**src/rtl/udp_seg_arbiter.sv**
```systemverilog
// Packet-level round-robin arbiter: NUM_CH Avalon-ST UDP sources share one segmenter port.
// Define UDP_SEG_ARB_PKT_CNT_EN to build the per-channel packet counters at word 0x8+c.
module udp_seg_arbiter #(
  parameter int NUM_CH = 4,
  parameter int GAP_W  = 16
) (
  input  logic                  csi_clock_clk,
  input  logic                  csi_clock_reset_n,
  input  logic                  avs_s0_write,
  input  logic                  avs_s0_read,
  input  logic [3:0]            avs_s0_address,
  input  logic [3:0]            avs_s0_byteenable,
  input  logic [31:0]           avs_s0_writedata,
  output logic [31:0]           avs_s0_readdata,
  output logic [NUM_CH-1:0]     asi_snk0_ready,
  input  logic [32*NUM_CH-1:0]  asi_snk0_data,
  input  logic [NUM_CH-1:0]     asi_snk0_valid,
  input  logic [NUM_CH-1:0]     asi_snk0_startofpacket,
  input  logic [NUM_CH-1:0]     asi_snk0_endofpacket,
  input  logic [2*NUM_CH-1:0]   asi_snk0_empty,
  input  logic                  aso_src0_ready,
  output logic [31:0]           aso_src0_data,
  output logic                  aso_src0_valid,
  output logic                  aso_src0_startofpacket,
  output logic                  aso_src0_endofpacket,
  output logic [1:0]            aso_src0_empty,
  output logic [2:0]            aso_src0_channel
);
  localparam int CW = (NUM_CH > 1) ? $clog2(NUM_CH) : 1;

  typedef enum logic [1:0] {ARB, PASS, GAP} state_t;

  state_t            state_q;
  logic [CW-1:0]     grant_q;
  logic [CW-1:0]     rr_ptr_q;
  logic              enable_q;
  logic [NUM_CH-1:0] mask_q;
  logic [GAP_W-1:0]  gap_q;
  logic [GAP_W-1:0]  gap_len_q;
  logic [GAP_W-1:0]  gap_cnt_q;
  logic              err_q;
  logic [GAP_W-1:0]  gap_d;

  logic [31:0]       snk_data  [NUM_CH];
  logic [1:0]        snk_empty [NUM_CH];
  logic [NUM_CH-1:0] req;
  logic [NUM_CH-1:0] drain;
  logic              in_arb;
  logic              in_pass;
  logic              eop_xfer;
  logic              arb_found;
  logic [CW-1:0]     arb_idx;
  logic [31:0]       cnt_rdata;
  logic              unused_ok;

  assign in_arb  = (state_q == ARB);
  assign in_pass = (state_q == PASS);

  for (genvar gi = 0; gi < NUM_CH; gi++) begin : g_ch
    assign snk_data[gi]  = asi_snk0_data[32*gi +: 32];
    assign snk_empty[gi] = asi_snk0_empty[2*gi +: 2];
    assign req[gi]   = enable_q & mask_q[gi] & asi_snk0_valid[gi] & asi_snk0_startofpacket[gi];
    assign drain[gi] = enable_q & mask_q[gi] & asi_snk0_valid[gi] & ~asi_snk0_startofpacket[gi];
    // Mid-packet beats seen while idle are swallowed so a broken source cannot wedge its lane.
    assign asi_snk0_ready[gi] = in_arb ? drain[gi]
                                       : (in_pass & (grant_q == CW'(gi)) & aso_src0_ready);
  end

  assign aso_src0_data          = in_pass ? snk_data[grant_q] : '0;
  assign aso_src0_valid         = in_pass & asi_snk0_valid[grant_q];
  assign aso_src0_startofpacket = in_pass & asi_snk0_startofpacket[grant_q];
  assign aso_src0_endofpacket   = in_pass & asi_snk0_endofpacket[grant_q];
  assign aso_src0_empty         = in_pass ? snk_empty[grant_q] : '0;
  assign aso_src0_channel       = in_pass ? 3'(grant_q) : 3'd0;

  assign eop_xfer = aso_src0_valid & aso_src0_endofpacket & aso_src0_ready;

  always_comb begin
    int idx;
    arb_found = 1'b0;
    arb_idx   = rr_ptr_q;
    idx       = 0;
    for (int i = 0; i < NUM_CH; i++) begin
      idx = int'(rr_ptr_q) + i;
      if (idx >= NUM_CH) idx = idx - NUM_CH;
      if (!arb_found && req[idx]) begin
        arb_found = 1'b1;
        arb_idx   = CW'(idx);
      end
    end
  end

  always_comb begin
    gap_d = gap_q;
    for (int i = 0; i < GAP_W; i++) begin
      if (avs_s0_byteenable[i/8]) gap_d[i] = avs_s0_writedata[i];
    end
  end

  always_ff @(posedge csi_clock_clk or negedge csi_clock_reset_n) begin
    if (!csi_clock_reset_n) begin
      state_q   <= ARB;
      grant_q   <= '0;
      rr_ptr_q  <= '0;
      enable_q  <= 1'b0;
      mask_q    <= '1;
      gap_q     <= '0;
      gap_len_q <= '0;
      gap_cnt_q <= '0;
      err_q     <= 1'b0;
    end else begin
      case (state_q)
        ARB: begin
          if (arb_found) begin
            grant_q  <= arb_idx;
            rr_ptr_q <= (arb_idx == CW'(NUM_CH - 1)) ? '0 : arb_idx + 1'b1;
            state_q  <= PASS;
          end
        end
        PASS: begin
          if (eop_xfer) begin
            gap_cnt_q <= '0;
            gap_len_q <= gap_q;
            state_q   <= (gap_q != '0) ? GAP : ARB;
          end
        end
        GAP: begin
          // The gap length is latched on entry so a mid-gap write only affects the next gap.
          if (aso_src0_ready) begin
            if (gap_cnt_q == gap_len_q - GAP_W'(1)) state_q <= ARB;
            else gap_cnt_q <= gap_cnt_q + 1'b1;
          end
        end
        default: state_q <= ARB;
      endcase

      if (avs_s0_write && avs_s0_address == 4'h0) begin
        if (avs_s0_byteenable[0]) enable_q <= avs_s0_writedata[0];
        if (avs_s0_byteenable[1]) mask_q   <= avs_s0_writedata[8 +: NUM_CH];
      end
      if (avs_s0_write && avs_s0_address == 4'h1) gap_q <= gap_d;

      if (in_arb && (|drain)) err_q <= 1'b1;
      else if (avs_s0_write && avs_s0_address == 4'h2 &&
               avs_s0_byteenable[1] && avs_s0_writedata[8]) err_q <= 1'b0;
    end
  end

`ifdef UDP_SEG_ARB_PKT_CNT_EN
  logic [31:0] pkt_cnt_q [NUM_CH];

  for (genvar gi = 0; gi < NUM_CH; gi++) begin : g_cnt
    always_ff @(posedge csi_clock_clk or negedge csi_clock_reset_n) begin
      if (!csi_clock_reset_n) pkt_cnt_q[gi] <= '0;
      else if (avs_s0_write && avs_s0_address == 4'(8 + gi)) pkt_cnt_q[gi] <= '0;
      else if (eop_xfer && grant_q == CW'(gi)) pkt_cnt_q[gi] <= pkt_cnt_q[gi] + 32'd1;
    end
  end

  always_comb begin
    cnt_rdata = '0;
    for (int c = 0; c < NUM_CH; c++) begin
      if (avs_s0_address == 4'(8 + c)) cnt_rdata = pkt_cnt_q[c];
    end
  end
`else
  assign cnt_rdata = '0;
`endif

  always_comb begin
    avs_s0_readdata = '0;
    case (avs_s0_address)
      4'h0: begin
        avs_s0_readdata[0]           = enable_q;
        avs_s0_readdata[8 +: NUM_CH] = mask_q;
      end
      4'h1: avs_s0_readdata[GAP_W-1:0] = gap_q;
      4'h2: begin
        avs_s0_readdata[0]   = ~in_arb;
        avs_s0_readdata[6:4] = 3'(grant_q);
        avs_s0_readdata[8]   = err_q;
      end
      default: avs_s0_readdata = cnt_rdata;
    endcase
  end

  assign unused_ok = ^{avs_s0_read, avs_s0_writedata, avs_s0_byteenable};
endmodule

```
**config.mk**
```make
export PLATFORM = sky130hd
export DESIGN_NAME = udp_seg_arbiter
export DESIGN_NICKNAME = d
export VERILOG_FILES = /design/src/rtl/udp_seg_arbiter.sv
export SDC_FILE = /design/constraint.sdc
export NUM_CORES = 1
export LEC_CHECK = 0
export ABC_AREA = 1
export CORE_ASPECT_RATIO = 2
export CORE_MARGIN = 4
export CORE_UTILIZATION = 36
export CTS_BUF_LIST = sky130_fd_sc_hd__clkbuf_16
export DETAILED_ROUTE_END_ITERATION = 10
export GPL_TIMING_DRIVEN = 0
export PLACE_DENSITY = 0.76
export SETUP_SLACK_MARGIN = 0.3
export SYNTH_ARGS = -nofsm -noshare
export SYNTH_HDL_FRONTEND = slang
export SYNTH_SLANG_ARGS = --single-unit
```
**constraint.sdc**
```tcl
create_clock -name csi_clock_clk -period 2 [get_ports csi_clock_clk]
set_input_delay 0.4 -clock csi_clock_clk [delete_from_list [all_inputs] [get_ports csi_clock_clk]]
set_output_delay 0.4 -clock csi_clock_clk [all_outputs]
set_load 0.01 [all_outputs]
```
# == After elaboration in Yosys (flattened, before gate mapping) ==
# Cells that the tools add are included.
# word_totals
out_inout_bits,76
input_bits,193
reg_bits,60
elab_cells,169
# classes
reduce_logical,27
eq_ne,14
n_bitwise,35
muxes,63
n_addsub,10
n_lt_le_gt_ge,10
# ops
op,count
two-way mux 32 bit,7
< comparator 32 x 4 -> 1 bit (second input constant),4
binary-select mux 32 bit (select 2 bit),1
two-way mux 16 bit,3
one-hot mux 16 bit (2 select lines),1
bitwise AND 1 bit,29
two-way mux 2 bit,14
two-way mux 1 bit,22
adder 16 x 1 -> 16 bit (second input constant),1
equality test 16 bit,1
nonzero test 16 bit,1
subtractor 16 x 1 -> 16 bit (second input constant),1
binary-select mux 1 bit (select 2 bit),7
>= comparator 3 bit (second input constant),4
one-hot mux 3 bit (2 select lines),2
AND reduction 2 bit,6
subtractor 3 x 3 -> 4 bit (second input constant),3
logical AND 1 bit,9
equality test 2 bit (second input constant),4
AND reduction 4 bit,2
adder 2 x 2 -> 3 bit (second input constant),2
inequality test 2 bit (second input constant),3
one-hot mux 1 bit (3 select lines),2
one-hot mux 2 bit (3 select lines),1
19 further kinds,29

# == Logic depth before layout (Yosys ltp) ==
# logic_depth
ltp_word,18
ltp_mapped,17
depth_no_buf,15

# == Worst setup path after synthesis ==
# No wires, ideal clock.
# synth_path
path_type,register to register
startpoint,reg gap_len_q[0]
endpoint,reg gap_cnt_q[10]
setup_time_ns,0.117
path_buffers,2
period_less_slack_ns,1.997
arrival_time_ns,1.880
required_time_ns,1.883
setup_slack_ns,0.003
path_stages_with_launch,18
cell_sequence,dfrtp_1 -> inv_1 -> ha_1 -> clkbuf_2 -> nand2_4 -> nor2_4 -> nand2_1 -> nand2_1 -> nand2_1 -> inv_1 -> nand2_1 -> nor2_2 -> nand3_2 -> nand3_4 -> nand2_4 -> buf_6 -> nand2_2 -> nand2_1
# synth_between
elab_chain_len,4
# synth_lines
element,line_no,text
"start, declared",39,logic [GAP_W-1:0] gap_len_q;
"start signal, assigned",123,gap_len_q <= gap_q;
subtractor 16 x 1 -> 16 bit,130,if (gap_cnt_q == gap_len_q - GAP_W'(1)) state_q <= ARB;
equality test 16 bit,130,
inequality test 2 bit (no source line),--,
AND reduction 4 bit (no source line),--,
"end signal, assigned",131,else gap_cnt_q <= gap_cnt_q + 1'b1;
"end, declared",40,logic [GAP_W-1:0] gap_cnt_q;
# No other way between the ends.
# A chain may end at the register's enable or synchronous reset.

# == Final worst setup path ==
# layout_path
startpoint,reg gap_len_q[4]
endpoint,reg gap_cnt_q[10]
# The elaborated chain is that of the path after synthesis.

==> results by group <==
Timing
  – Post-route minimum period: between 2 and 2.5 ns
  – Worst setup margin: -0.2569 ns
  – Slew HR: 0.4783
  – Slew Limit Fails: 0
  – Final period util: 1.128
  – Final hold viol count: 0
  – Fmax: 443.1 MHz
  – Final setup viols: 70
  – Worst slew pin tran: 0.7826 ns
  – RSZ-0062 raised after global routing: true
  – Clock skew: ~0.0076 ns

Die
  – Core Box Area: 13,510 sq um
  – Die Span X: between 90 and 100 um
  – Die Y-Extent: between 150 and 200 um
  – Die ar.: ~16,000 sq um
  – FP Rows: 60
  – Ports: 269
  – Initial core utilization: 0.3702

Power
  – Pwr/cell area: 1267 nW/um^2
  – Leak: 4.303 nW
  – Maximum VDD drop: ~1.3 mV

Clocking
  – CTS hold repair buffers: 0
  – CTS root buf: clkbuf_16
  – Clock-pin slew on the worst setup and hold paths: about 0.05 ns
  – Sink Count: 60
  – TritonCTS clock tree: built
  – H-tree depth: 3
  – Max Root-Sink Buffers: 2
  – Worst-Skew Late Latency: ~0.34 ns
  – Num CTS Buffers: 9

Status
  – Failing checks: setup timing
  – Status: complete, but fails checks

Logic synthesis
  – Unique masters post-synth: 44
  – Synth async-reset ratio: 1.000
  – Synthesis Warnings: 0
  – Post-Synthesis Cells: roughly 740
  – Top cell type's share of synthesized area: 0.2801
  – Most common cell in the netlist: nand2_1
  – Top_reg_cell synth: dfrtp_1
  – Ranking of synthesized cells by area: dfrtp_1, nand2_1, a22oi_1, nand3_1, nor2_1
  – Post-synthesis sequential area ratio: 0.3012
  – Leading area contributor after synthesis: dfrtp_1
  – Post-Synthesis Mean Instance Area: between 6 and 7 sq um
  – Post-synth EDFFs: 0
  – Seq cells post-synth: 60
  – Cell Area, Synth: ~5000 sq um
  – Top cells by count, synth: nand2_1, nor2_1, a22oi_1

GRT
  – Initial antenna violation count: 2
  – Total congestion overflow: 0
  – First-pass GRT wire length: roughly 36,000 um
  – Number of global-route vias before repair: around 7,000
  – Pin count of the biggest net entering global routing: 33
  – Total Routing Usage GR: 0.2960

Critical path
  – Worst Path Arrival: about 2.5 ns
  – Worst EP required: about 2.3 ns
  – CP startpoint kind: flop
  – CP max FO: 5
  – FF-to-FF setup slack: -0.26 ns
  – Reg2reg path depth: 12
  – RR Endpoint: gap_cnt_q[10]
  – Crit. Startpoint: gap_len_q[4]
  – Reg-to-reg startpoint: gap_len_q[4]
  – CP Capture Type: flop
  – Critical path type: flop to flop

Drt
  – Total number of vias: roughly 7,000
  – DRT Pass-1 Iters: 5
  – Drc violations: 0
  – WL/cell: between 20 and 25 um
  – Detail-routed via count per cell: 5.764
  – First DRT Iteration DRCs: 463
  – Final ANT Viol Nets: 0
  – WL final: 27,250 um

Placed design
  – Buffers added on ports: 232
  – Hpwl dp: 18,170 um
  – Inst Count DP: ~1,100
  – GPL Wtd Cong: ~0.99
  – Cell Area, Placed: about 7600 sq um
  – Pre-CTS WS: -0.9607 ns

Finish
  – Area growth syn-to-layout: 95.25%
  – Design area: roughly 9800 sq um
  – # nets final: around 1,300
  – Share of cells above drive strength 1: 0.3894
  – FILL cells: 915
  – Finished Core Util: 0.7228
  – Fin cells: approximately 1,200

Min path
  – Worst Hold Class: primary input to async pin

Flow run
  – Total of max-cap violations: 0
## flip-flops by register name, summed over array words and instances (netlist names)
name,flops
gap_len_q,16
grant_q,2
mask_q,4
gap_cnt_q,16
enable_q,1
gap_q,16
state_q,2
rr_ptr_q,2
err_q,1
## layout by cell type, fill, tap and decap left out, drive strengths merged, types with 12 or more instances in the layout
cell type,synthesis,final
nand2,180,180
buf,34,167
clkdlybuf4s50,0,159
nor2,83,83
a22oi,73,73
inv,68,68
nand3,60,60
dfrtp,56,56
a21oi,51,51
o21ai,38,38
clkbuf,19,30
xor2,18,18
conb,1,17
nand4,12,12
## kinds of logic after synthesis
| kind of cell | synth area share |
|---|---|
| xor gates and xnor gates | 0.04552 |
| and+or+nand+nor | 0.3224 |
| other | 0.0007497 |
| AOI/OAI and AO/OA | 0.2159 |
| adders and majority gates | 0.005002 |
| buffers and inverters | 0.1093 |
| DFF | 0.3011 |
## metrics by stage
stage	setup TNS [ns]	hold WS (ns)	power (mW)
after global placement	-132.75	0.4680	7.467
after floorplan	0	0.1044	5.294
after global routing	-13.29	0.2006	12.98
final	-9.626	0.1484	12.37
after detailed placement	-49.79	0.4731	7.524
after CTS	-4.687	0.1522	10.56
## routing by layer
layer / part of all wire / vias up / global-route usage
met5: 0.00073 / - / 0
met2: 0.52 / 479 / 0.5561
met4: 0.089 / 2 / 0.1908
li1: - / 3126 / -
met1: 0.30 / 3292 / 0.2788
met3: 0.081 / 179 / 0.07109
## cell type report
type	count	area [sq um]	area share
clock buffer	9	225.2	0.02306
buffer	53	631.9	0.06469
antenna	2	5.005	0.0005124
inverter	68	279.0	0.02857
multi-input combinational	571	3869	0.3961
timing repair buffer	303	2967	0.3037
tap	155	193.9	0.01986
clock inverter	7	83.83	0.008583
sequential	60	1513	0.1549
## power breakdown
group,internal (mW),total [mW],switching (mW)
Clock,1.07,1.65,0.571
Combinational,4.05,8.76,4.72
Sequential,1.55,1.96,0.412
Total,6.67,12.4,5.70
## worst max-delay path: stages, from the launching register on
cell and delay, ns:
dfrtp_1 0.45, nor2_2 0.23, buf_4 0.16, nand3_1 0.16, o21bai_1 0.19, nand3_1 0.10
nor2_2 0.17, nand3_2 0.17, nand3_4 0.13, buf_6 0.14, buf_6 0.13, nand3_1 0.07
nand2_1 0.09
## worst max path at each step
stage	to	depth (start not counted)	slack [ns]
after floorplan	gap_cnt_q[10]	15	0.14
after detailed placement	avs_s0_readdata[4]	8	-0.96
after CTS	gap_cnt_q[10]	17	-0.13
after global placement	gap_cnt_q[3]	1	-1.45
final	gap_cnt_q[10]	12	-0.26
after global routing	gap_cnt_q[10]	13	-0.35
## repair_timing
| item | CTS | global route |
|---|---|---|
| setup endpoints to repair | 118 | 97 |
| gates cloned | 11 | 6 |
| pin swaps | 70 | 81 |
| resized for setup | 468 | 180 |
| buffers inserted | 33 | 20 |
No activity file was read; power rests on OpenSTA's default activity.
==> RTL change: new RTL, same settings <==
The 3 states of `state_t` get a one-hot encoding in 3 bits.
--- a/src/rtl/udp_seg_arbiter.sv
+++ b/src/rtl/udp_seg_arbiter.sv
@@ -28,7 +28,7 @@
 );
   localparam int CW = (NUM_CH > 1) ? $clog2(NUM_CH) : 1;
 
-  typedef enum logic [1:0] {ARB, PASS, GAP} state_t;
+  typedef enum logic [2:0] {ARB = 3'b001, PASS = 3'b010, GAP = 3'b100} state_t;
 
   state_t            state_q;
   logic [CW-1:0]     grant_q;
Function: no difference found for any inputs over 4 cycles, from zero or initial values and one cycle with csi_clock_reset_n low; so few cycles prove little.
==> RTL change against the original RTL <==
The run still ends with negative setup slack left; cell area increased by 3.8%; synthesized area is 0.80% higher; sequential cell count rose by 1; wire length increased by 2.7%; combinational power rose by 10%; power increased by 6.4%; clock power down 12%; worst setup slack got worse by 0.045 ns; global-route usage down 0.72 points; critical path type unchanged; critical endpoint is now gap_cnt_q[6]; largest cell class unchanged.
==> RTL change: results (changes against the original RTL) <==
Drt
  • TritonRoute pass-1 iters: 8 (+3)
  • Wirelength per Cell: 21.66 um (-2.4%)
  • First DRT Iteration DRCs: 760 (+64%)
  • Via count: 7424 (+4.9%)

Status
  • Failing checks: negative setup slack
  • Status: finished, violations left

GRT
  • Vias in the first global route: 7125 (+4.1%)
  • Initial antenna violation count: 0 (-2)
  • Total GRT Usage: 28.89% (-0.72 points)
  • First-pass GRT wire length: 36410 um (about the same)
  • Largest net degree at the start of global routing: 41 (+24%)

Timing
  • Post-route worst setup slack: -0.3014 ns (-0.04452 ns)
  • Least-Margin Pin Slew: 0.5448 ns (-0.2378 ns)
  • Clock Skew: 0.01084 ns (+0.003232 ns)
  • Final setup fails: 62 (-11%)

Synthesis
  • Warnings from Yosys: 0 (unchanged)
  • Top post-synthesis cells by count: nand2_1, nor2_1, a22oi_1, inv_1, dfrtp_1
  • Ranking of synthesized cells by area: dfrtp_1, nand2_1, a22oi_1
  • Mapped Cells: 743 (+0.95%)
  • Count of cell types in the netlist: 44 (unchanged)
  • Register area share after synthesis: 30.40% (+0.28 points)

Power
  • Max IR drop VDD: 0.9282 mV (-26%)
  • Net switching power: 6.313 mW (+11%)
  • Leak Pwr: 4.484 nW (+4.2%)

Place
  • Global placer's final weighted congestion: 0.9139 (-8.1%)
  • Port-buffer cells: 232 (unchanged)
  • Detailed Place HPWL: 16880 um (-7.1%)
  • Post-Place Worst Slack: -0.9845 ns (-0.02381 ns)

CTS
  • Setup repair bufs after CTS: 47 (+42%)
  • Clock-pin slew on the worst setup and hold paths: 0.07 ns (+0.02 ns)
  • CTS resizes: 497 (+6.2%)
  • Worst-Skew Late Latency: 0.34 ns (about the same)

Final layout
  • Number of antenna diodes: 0 (-2)
  • Nets: 1293 (+2.5%)
  • Share of cells above drive strength 1: 40.98% (+2.0 points)
  • Fillers: 854 (-6.7%)

Worst setup path
  • WP data arrival: 2.57 ns (+0.04 ns)
[RTL change: cell type report]
type	instances	area, sq um	area share, %
buffer	50	634.4	6.258
clock buffer	9	225.2	2.222
clock inverter	7	41.29	0.4074
inverter	74	302.8	2.987
multi-input combinational	575	4016	39.62
sequential	61	1544	15.23
tap	189	236.5	2.333
timing repair buffer	327	3136	30.93
[RTL change: kinds of logic (layout without fill, tap and decap cells)]
| logic type | Yosys count | in the layout | share of synthesized area (%) |
|---|---|---|---|
| flip-flops | 61 | 61 | 30.40 |
| XOR/XNOR | 27 | 27 | 4.839 |
| AND/OR/NAND/NOR | 358 | 359 | 31.69 |
| other | 1 | 17 | 0.07437 |
| AO/OA/AOI/OAI | 170 | 170 | 21.41 |
| adder cells (fa/ha/maj) | 2 | 2 | 0.4962 |
| buffers and inverters | 124 | 467 | 11.09 |
[RTL change: worst max-delay path, stage by stage, from the launching register on]
cell and delay, ns:
dfrtp_1 0.45, inv_2 0.13, buf_4 0.15, nand2_4 0.06
buf_4 0.16, inv_1 0.07, o21ai_0 0.11, nand2_1 0.09
nand3_1 0.11, nor3_2 0.21, nand3_2 0.13, nand2_4 0.11
nand2_8 0.09, nand2_8 0.10, buf_6 0.14, nand2_2 0.05
nand2_1 0.08
[RTL change: power by group through the flow]
stage | clock [mW] | sequential (mW) | combinational, mW
3_5_place_dp | 0 | 1.94 | 5.46
3_3_place_gp | 0 | 1.93 | 5.37
5_1_grt | 1.48 | 2.11 | 10.1
2_1_floorplan | 0 | 1.82 | 3.73
4_1_cts | 1.40 | 1.96 | 7.58
6_report | 1.45 | 2.08 | 9.64
[RTL change: final timing paths]
kind	startpoint	to	slack [ns]	cells after the start
setup / recovery	gap_len_q[0]	gap_cnt_q[6]	-0.30	16
hold / removal	csi_clock_reset_n	gap_q[7]	0.05	1
setup reg to reg	gap_len_q[0]	gap_cnt_q[6]	-0.30	16
hold reg to reg	gap_q[10]	gap_q[10]	0.49	2
max in group asynchronous	csi_clock_reset_n	state_q[0]	1.28	2
min in group csi_clock_clk	avs_s0_address[0]	enable_q	0.46	4
[RTL change: metal layers]
layer / wire (um) / up-vias / global-route usage, %
met1: 8443 / 3457 / 28.02
met4: 2416 / 0 / 16.18
met3: 2469 / 204 / 6.344
met2: 14660 / 576 / 54.84
li1: - / 3187 / -
met5: 0 / - / 0
[RTL change: per-stage QoR]
stage               instance area [sq um]  total power, mW  cells  utilization [%]  TNS (ns)
floorplan                            5286            5.552    759                -         0
global placement                     7845            7.306   1180            56.79   -124.87
detailed placement                   7860            7.402   1181            56.90    -43.60
CTS                                  9238            10.94   1259            66.87    -4.427
global route                        10140            13.72   1292            73.37    -14.99
finish                              10140            13.17   1292            73.37    -11.31
